--- config.mk ---
export PLATFORM = sky130hd
export DESIGN_NAME = nj_mem_arbiter_flat
export DESIGN_NICKNAME = d
export VERILOG_FILES = /design/src/rtl/nj_pkg.sv /design/src/rtl/nj_mem_arbiter_if.sv /design/src/rtl/nj_rr2.sv /design/src/rtl/nj_mem_arbiter.sv /design/src/flat_wrapper.sv
export SDC_FILE = /design/constraint.sdc
export NUM_CORES = 1
export LEC_CHECK = 0
export CORE_ASPECT_RATIO = 1.75
export CORE_MARGIN = 5
export CORE_UTILIZATION = 24
export CTS_CLUSTER_DIAMETER = 80
export DETAILED_ROUTE_END_ITERATION = 12
export GPL_ROUTABILITY_DRIVEN = 0
export PLACE_DENSITY = 0.76
export SLEW_MARGIN = 20
export SYNTH_ARGS = -nofsm -noshare
export SYNTH_HDL_FRONTEND = slang
export SYNTH_SLANG_ARGS = --single-unit
--- constraint.sdc ---
create_clock -name clk -period 2.2 [get_ports clk]
set_clock_uncertainty 0.2 [all_clocks]
set_input_delay 0.66 -clock clk [delete_from_list [all_inputs] [get_ports clk]]
set_output_delay 0.66 -clock clk [all_outputs]
set_load 0.01 [all_outputs]
--- src/rtl/nj_pkg.sv ---
// Shared types and defaults for the NanoJeff memory arbiter slice.
package nj_pkg;

    localparam int unsigned NJ_AW = 8;
    localparam int unsigned NJ_DW = 8;

    // Identifies which requester owns a RAM slot or an outstanding read return.
    typedef enum logic [1:0] {
        SRC_NONE   = 2'd0,
        SRC_HOST   = 2'd1,
        SRC_DATA   = 2'd2,
        SRC_IFETCH = 2'd3
    } src_t;

endpackage

--- src/rtl/nj_mem_arbiter_if.sv ---
// Requester handshakes plus the single-port RAM bus seen by the arbiter.
interface nj_mem_arbiter_if
    import nj_pkg::*;
#(
    parameter int unsigned AW = NJ_AW,
    parameter int unsigned DW = NJ_DW
);
    logic          h_req, h_wen, h_gnt, h_rvalid;
    logic [AW-1:0] h_addr;
    logic [DW-1:0] h_wdata;

    logic          d_req, d_wen, d_gnt, d_rvalid;
    logic [AW-1:0] d_addr;
    logic [DW-1:0] d_wdata;

    logic          i_req, i_gnt, i_rvalid;
    logic [AW-1:0] i_addr;

    logic [DW-1:0] rdata;

    logic          mem_en, mem_we;
    logic [AW-1:0] mem_addr;
    logic [DW-1:0] mem_wdata, mem_rdata;

    modport slave (
        input  h_req, h_wen, h_addr, h_wdata, d_req, d_wen, d_addr, d_wdata,
               i_req, i_addr, mem_rdata,
        output h_gnt, h_rvalid, d_gnt, d_rvalid, i_gnt, i_rvalid, rdata,
               mem_en, mem_we, mem_addr, mem_wdata
    );

    modport master (
        output h_req, h_wen, h_addr, h_wdata, d_req, d_wen, d_addr, d_wdata,
               i_req, i_addr, mem_rdata,
        input  h_gnt, h_rvalid, d_gnt, d_rvalid, i_gnt, i_rvalid, rdata,
               mem_en, mem_we, mem_addr, mem_wdata
    );

endinterface

--- src/rtl/nj_rr2.sv ---
// Two-way round-robin picker; bit 0 is the data port, bit 1 the ifetch port.
module nj_rr2 (
    input  logic       clk,
    input  logic       reset,
    input  logic [1:0] req,
    output logic [1:0] gnt
);

    logic rr_q, rr_d;

    always_ff @(posedge clk or negedge reset) begin
        if (!reset) begin
            rr_q <= 1'b0;
        end else begin
            rr_q <= rr_d;
        end
    end

    // The pointer only moves on a real contest; a lone requester leaves it alone.
    always_comb begin
        rr_d = (req == 2'b11) ? ~rr_q : rr_q;
    end

    always_comb begin
        gnt = 2'b00;
        unique case (req)
            2'b01:   gnt = 2'b01;
            2'b10:   gnt = 2'b10;
            2'b11:   gnt = rr_q ? 2'b10 : 2'b01;
            default: gnt = 2'b00;
        endcase
    end

endmodule

--- src/rtl/nj_mem_arbiter.sv ---
// Grants one single-port RAM to host, CPU data and CPU ifetch requesters and
// steers the one-cycle read return back to the port that issued the read.
module nj_mem_arbiter
    import nj_pkg::*;
#(
    parameter int unsigned AW         = NJ_AW,
    parameter int unsigned DW         = NJ_DW,
    parameter int unsigned HOST_BURST = 4
) (
    input logic             clk,
    input logic             reset,
    nj_mem_arbiter_if.slave bus
);

    localparam logic [3:0] BurstMax = 4'(HOST_BURST);

    logic [3:0]    burst_q, burst_d;
    src_t          tag_q, tag_d, gsrc;
    logic          dv_pending, host_win, gnt_we;
    logic [1:0]    dv_req, dv_gnt;
    logic [AW-1:0] gnt_addr;
    logic [DW-1:0] gnt_wdata;

    assign dv_pending = bus.d_req | bus.i_req;
    // Host yields exactly one slot once its contended streak reaches the limit.
    assign host_win   = reset & bus.h_req & ~((burst_q == BurstMax) & dv_pending);
    assign dv_req     = {bus.i_req, bus.d_req} & {2{reset & ~host_win}};
    assign gsrc       = host_win  ? SRC_HOST :
                        dv_gnt[0] ? SRC_DATA :
                        dv_gnt[1] ? SRC_IFETCH : SRC_NONE;

    nj_rr2 u_rr (
        .clk   (clk),
        .reset (reset),
        .req   (dv_req),
        .gnt   (dv_gnt)
    );

    always_ff @(posedge clk or negedge reset) begin
        if (!reset) begin
            burst_q <= '0;
            tag_q   <= SRC_NONE;
        end else begin
            burst_q <= burst_d;
            tag_q   <= tag_d;
        end
    end

    // An uncontended host never accumulates a streak, so it can stream forever.
    always_comb begin
        burst_d = '0;
        if (gsrc == SRC_HOST && dv_pending) begin
            burst_d = (burst_q >= BurstMax) ? BurstMax : burst_q + 4'd1;
        end
        tag_d = (gsrc != SRC_NONE && !gnt_we) ? gsrc : SRC_NONE;
    end

    always_comb begin
        gnt_we    = 1'b0;
        gnt_addr  = '0;
        gnt_wdata = '0;
        unique case (gsrc)
            SRC_HOST: begin
                gnt_we    = bus.h_wen;
                gnt_addr  = bus.h_addr;
                gnt_wdata = bus.h_wdata;
            end
            SRC_DATA: begin
                gnt_we    = bus.d_wen;
                gnt_addr  = bus.d_addr;
                gnt_wdata = bus.d_wdata;
            end
            SRC_IFETCH: begin
                gnt_addr  = bus.i_addr;
            end
            default: ;
        endcase

        bus.h_gnt     = (gsrc == SRC_HOST);
        bus.d_gnt     = (gsrc == SRC_DATA);
        bus.i_gnt     = (gsrc == SRC_IFETCH);
        bus.mem_en    = (gsrc != SRC_NONE);
        bus.mem_we    = gnt_we;
        bus.mem_addr  = gnt_addr;
        bus.mem_wdata = gnt_wdata;

        bus.h_rvalid  = (tag_q == SRC_HOST);
        bus.d_rvalid  = (tag_q == SRC_DATA);
        bus.i_rvalid  = (tag_q == SRC_IFETCH);
        bus.rdata     = (tag_q != SRC_NONE) ? bus.mem_rdata : '0;
    end

endmodule

--- src/flat_wrapper.sv ---
// flat-port wrapper written by rule: the top's interface ports become plain ports
module nj_mem_arbiter_flat import nj_pkg::*;
#(
    parameter int unsigned AW         = NJ_AW,
    parameter int unsigned DW         = NJ_DW,
    parameter int unsigned HOST_BURST = 4
)
  (clk, reset, bus_h_req, bus_h_wen, bus_h_addr, bus_h_wdata, bus_d_req, bus_d_wen, bus_d_addr, bus_d_wdata, bus_i_req, bus_i_addr, bus_mem_rdata, bus_h_gnt, bus_h_rvalid, bus_d_gnt, bus_d_rvalid, bus_i_gnt, bus_i_rvalid, bus_rdata, bus_mem_en, bus_mem_we, bus_mem_addr, bus_mem_wdata);
  nj_mem_arbiter_if #(.AW(AW), .DW(DW)) bus_i ();
  input logic clk;
  input logic reset;
  input wire logic [$bits(bus_i.h_req)-1:0] bus_h_req;
  input wire logic [$bits(bus_i.h_wen)-1:0] bus_h_wen;
  input wire logic [$bits(bus_i.h_addr)-1:0] bus_h_addr;
  input wire logic [$bits(bus_i.h_wdata)-1:0] bus_h_wdata;
  input wire logic [$bits(bus_i.d_req)-1:0] bus_d_req;
  input wire logic [$bits(bus_i.d_wen)-1:0] bus_d_wen;
  input wire logic [$bits(bus_i.d_addr)-1:0] bus_d_addr;
  input wire logic [$bits(bus_i.d_wdata)-1:0] bus_d_wdata;
  input wire logic [$bits(bus_i.i_req)-1:0] bus_i_req;
  input wire logic [$bits(bus_i.i_addr)-1:0] bus_i_addr;
  input wire logic [$bits(bus_i.mem_rdata)-1:0] bus_mem_rdata;
  output wire logic [$bits(bus_i.h_gnt)-1:0] bus_h_gnt;
  output wire logic [$bits(bus_i.h_rvalid)-1:0] bus_h_rvalid;
  output wire logic [$bits(bus_i.d_gnt)-1:0] bus_d_gnt;
  output wire logic [$bits(bus_i.d_rvalid)-1:0] bus_d_rvalid;
  output wire logic [$bits(bus_i.i_gnt)-1:0] bus_i_gnt;
  output wire logic [$bits(bus_i.i_rvalid)-1:0] bus_i_rvalid;
  output wire logic [$bits(bus_i.rdata)-1:0] bus_rdata;
  output wire logic [$bits(bus_i.mem_en)-1:0] bus_mem_en;
  output wire logic [$bits(bus_i.mem_we)-1:0] bus_mem_we;
  output wire logic [$bits(bus_i.mem_addr)-1:0] bus_mem_addr;
  output wire logic [$bits(bus_i.mem_wdata)-1:0] bus_mem_wdata;
  assign bus_i.h_req = bus_h_req;
  assign bus_i.h_wen = bus_h_wen;
  assign bus_i.h_addr = bus_h_addr;
  assign bus_i.h_wdata = bus_h_wdata;
  assign bus_i.d_req = bus_d_req;
  assign bus_i.d_wen = bus_d_wen;
  assign bus_i.d_addr = bus_d_addr;
  assign bus_i.d_wdata = bus_d_wdata;
  assign bus_i.i_req = bus_i_req;
  assign bus_i.i_addr = bus_i_addr;
  assign bus_i.mem_rdata = bus_mem_rdata;
  assign bus_h_gnt = bus_i.h_gnt;
  assign bus_h_rvalid = bus_i.h_rvalid;
  assign bus_d_gnt = bus_i.d_gnt;
  assign bus_d_rvalid = bus_i.d_rvalid;
  assign bus_i_gnt = bus_i.i_gnt;
  assign bus_i_rvalid = bus_i.i_rvalid;
  assign bus_rdata = bus_i.rdata;
  assign bus_mem_en = bus_i.mem_en;
  assign bus_mem_we = bus_i.mem_we;
  assign bus_mem_addr = bus_i.mem_addr;
  assign bus_mem_wdata = bus_i.mem_wdata;
  nj_mem_arbiter #(.AW(AW), .DW(DW), .HOST_BURST(HOST_BURST)) u_core (.clk(clk), .reset(reset), .bus(bus_i));
endmodule
==> results.yml <==
outcome:
  status: "complete, but fails checks"
  violations: "setup timing"
synthesis:
  synth-async-reset-ratio_pct: 100
  synth.distinct_cells: 30
  ys_seq_area_share_pct: 23.7
  synth_area_um2: 739
  ys_ff_latch: 7
  yosys_warnings: 0
  synth.avg_cell_area_um2: 8.80
  synth_edf_count: 0
  syn-num-nets: 141
  netlist_instances: 84
  synth_top_flop_cell: "dfrtp_1"
worst_setup_path:
  path_cells: "inv_2 > ha_4 > and3b_2 > o211a_4 > a22o_1 > buf_2"
  cp.arrival_ns: 1.63
  crit_type: "reg -> out"
  worst-path-buf-inv: 2
  cp.required_ns: 1.34
  cp-end-kind: "primary output"
  cpMaxStageDelayCell: "dfrtp_1"
  crit_fanout: 9
  cp_num_cells: 6
  start_kind: "register"
  ff2ff_path_depth: 6
  path_delay_family: "compound AO/OA/AOI/OAI gates"
  worst_path_largest_cell_delay_ns: 0.35
routing:
  drt-pass1-iter-count: 4
  final_antenna_net_count: 0
  wirelength_um: 3840
  via_per_inst: 5.08
  wl_per_cell_um: 16.4
  via_count: 1188
  drc: 0
  drt-initial-drc-count: 22
final_layout:
  syn_to_final_growth_pct: 150
  layout_common_cells: "clkdlybuf4s50_1 (40), buf_2 (26), buf_4 (16), dlygate4sd2_1 (13), nor2b_1 (9)"
  nNetsFinal: 250
  drive_gt1_share_pct: 41.1
  final_common_cell: "clkdlybuf4s50_1"
  final_cell_area_um2: 1850
  num_antenna_cells: 0
clocking:
  clk_latency_ns: 0.23
  clockBufferDepth: 2
  cts_tree: "done"
  cts_max_level: 1
  clockRootBuffer: "clkbuf_8"
  cts_buffers: 3
  cts.clk_slew.worst_paths_ns: 0.04
  numClockSinks: 7
timing:
  period_needed_ns: 2.49
  hold_viol: 0
  setup_tns_ns: -5.09
  period_share_pct: 113
  slew_violations: 0
  rsz0062_at_grt: "true"
  setup_viol: 21
  fin_ws_ns: -0.286
  clock.fmax_mhz: 402
place:
  placed_area_um2: 1770
  hpwlAfterDp_um: 2910
  port_buffers: 86
run:
  cap_violations: 0
global_route:
  grt-ovfl-total: 0
  grt_first_pass_wirelength_um: 5770
  antenna_found_initial: 0
  grt_pass1_vias: 1304
  grtUsageTotal_pct: 17.4
  grt_max_degree: 12
power:
  p_comb_share_pct: 52.8
  p_leak_nw: 0.866
  swShare_pct: 32.9
  ir_drop_mv: 0.304
  p_clk_share_pct: 24.9
  p_int_w: 0.000488
  power_frac_seq_pct: 22.3
  cellPowerDensity_nw_per_um2: 394
  switchingPower_w: 0.000239
min_path:
  min_path_type: "in -> async"
die:
  die_h_um: 83.4
  core_area_um2: 2960
  die_w_um: 52.0
  ios: 87
  core.rowCount: 26
  initial_core_util_pct: 25.0
  design.die.area_um2: 4340
-- logic make-up after synthesis --
group	Yosys count	synth area share (%)
flip-flops	7	23.7
XOR/XNOR	1	1.18
adder cells (fa/ha/maj)	2	3.38
AO/OA/AOI/OAI	33	39.1
other	1	0.507
AND/OR/NAND/NOR	31	25.0
buffers and inverters	9	7.11
-- metal layers --
layer | routed length, µm | vias to the layer above | part of all wire (%) | GRT usage, %
met4 | 146 | 0 | 3.8 | 11.2
met1 | 1280 | 532 | 33 | 15.7
li1 | - | 542 | - | -
met2 | 1960 | 98 | 51 | 31.8
met5 | 0 | - | 0 | 0
met3 | 446 | 16 | 12 | 4.48
-- state kept, by name, summed over array words and instances (netlist names) --
signal            flops
u_core.tag_q          2
u_core.burst_q        4
u_core.u_rr.rr_q      1
-- synth_stat cells (3+ instances only) --
| master | instances | area, µm² |
|---|---|---|
| o2bb2ai_1 | 9 | 78.8 |
| dfrtp_1 | 7 | 175 |
| nand2_1 | 4 | 15.0 |
| a32oi_1 | 8 | 70.1 |
| inv_1 | 3 | 11.3 |
| nor2_1 | 4 | 15.0 |
| a22o_1 | 8 | 70.1 |
| and2_1 | 3 | 18.8 |
| nor2b_1 | 10 | 62.6 |
| buf_2 | 3 | 15.0 |
-- final cells by class --
type,instances,area (µm²)
inverters,3,11.3
fillers,255,1110
flip-flops and latches,7,175
well taps,42,52.6
multi-input cells,70,643
clock buffers,4,45.0
repair buffers,108,918
-- stage by stage --
stage	total power (W)	hold WS (ns)	cells	worst slack (ns)	utilization (%)
after floorplan	0.000312	0.164	84	-0.0380	-
after global placement	0.000548	0.334	223	-1.13	59.9
after detailed placement	0.000555	0.342	223	-1.18	59.9
after CTS	0.000724	0.294	234	-0.263	61.6
after global routing	0.000769	0.310	234	-0.358	62.3
final	0.000727	0.299	234	-0.286	62.3
-- power by group through the flow --
stage | Sequential [W] | Clock (W) | Combinational [W]
floorplan | 0.000161 | 0 | 0.000150
global placement | 0.000163 | 0 | 0.000385
detailed placement | 0.000163 | 0 | 0.000391
CTS | 0.000162 | 0.000184 | 0.000378
global route | 0.000164 | 0.000194 | 0.000411
finish | 0.000162 | 0.000181 | 0.000384
-- path summary, 6_finish.rpt --
path                              startpoint                end  slack [ns]
max in group asynchronous              reset    u_core.tag_q[0]        1.38
min in group clk            u_core.u_rr.rr_q   u_core.u_rr.rr_q        0.34
hold / removal                         reset  u_core.burst_q[2]        0.30
setup / recovery           u_core.burst_q[0]   bus_mem_wdata[4]       -0.29
hold reg to reg             u_core.u_rr.rr_q   u_core.u_rr.rr_q        0.34
setup reg to reg           u_core.burst_q[1]    u_core.tag_q[1]        0.60
-- worst register-to-register path: stages (launching register included) --
cell,delay (ns)
dfrtp_1,0.38
inv_2,0.07
ha_4,0.15
and3b_2,0.21
o21ai_1,0.09
buf_6,0.16
nor3_1,0.24
-- timing repair --
| item | 4_1_cts | 5_1_grt |
|---|---|---|
| pin swaps | 5 | 1 |
| endpoints found under the setup margin | 32 | 22 |
| hold buffers | 0 | 0 |
| setup buffers | 6 | 1 |
| gates cloned | 2 | 0 |
| resized for setup | 168 | 9 |
Power figures use the tool's default switching activity.
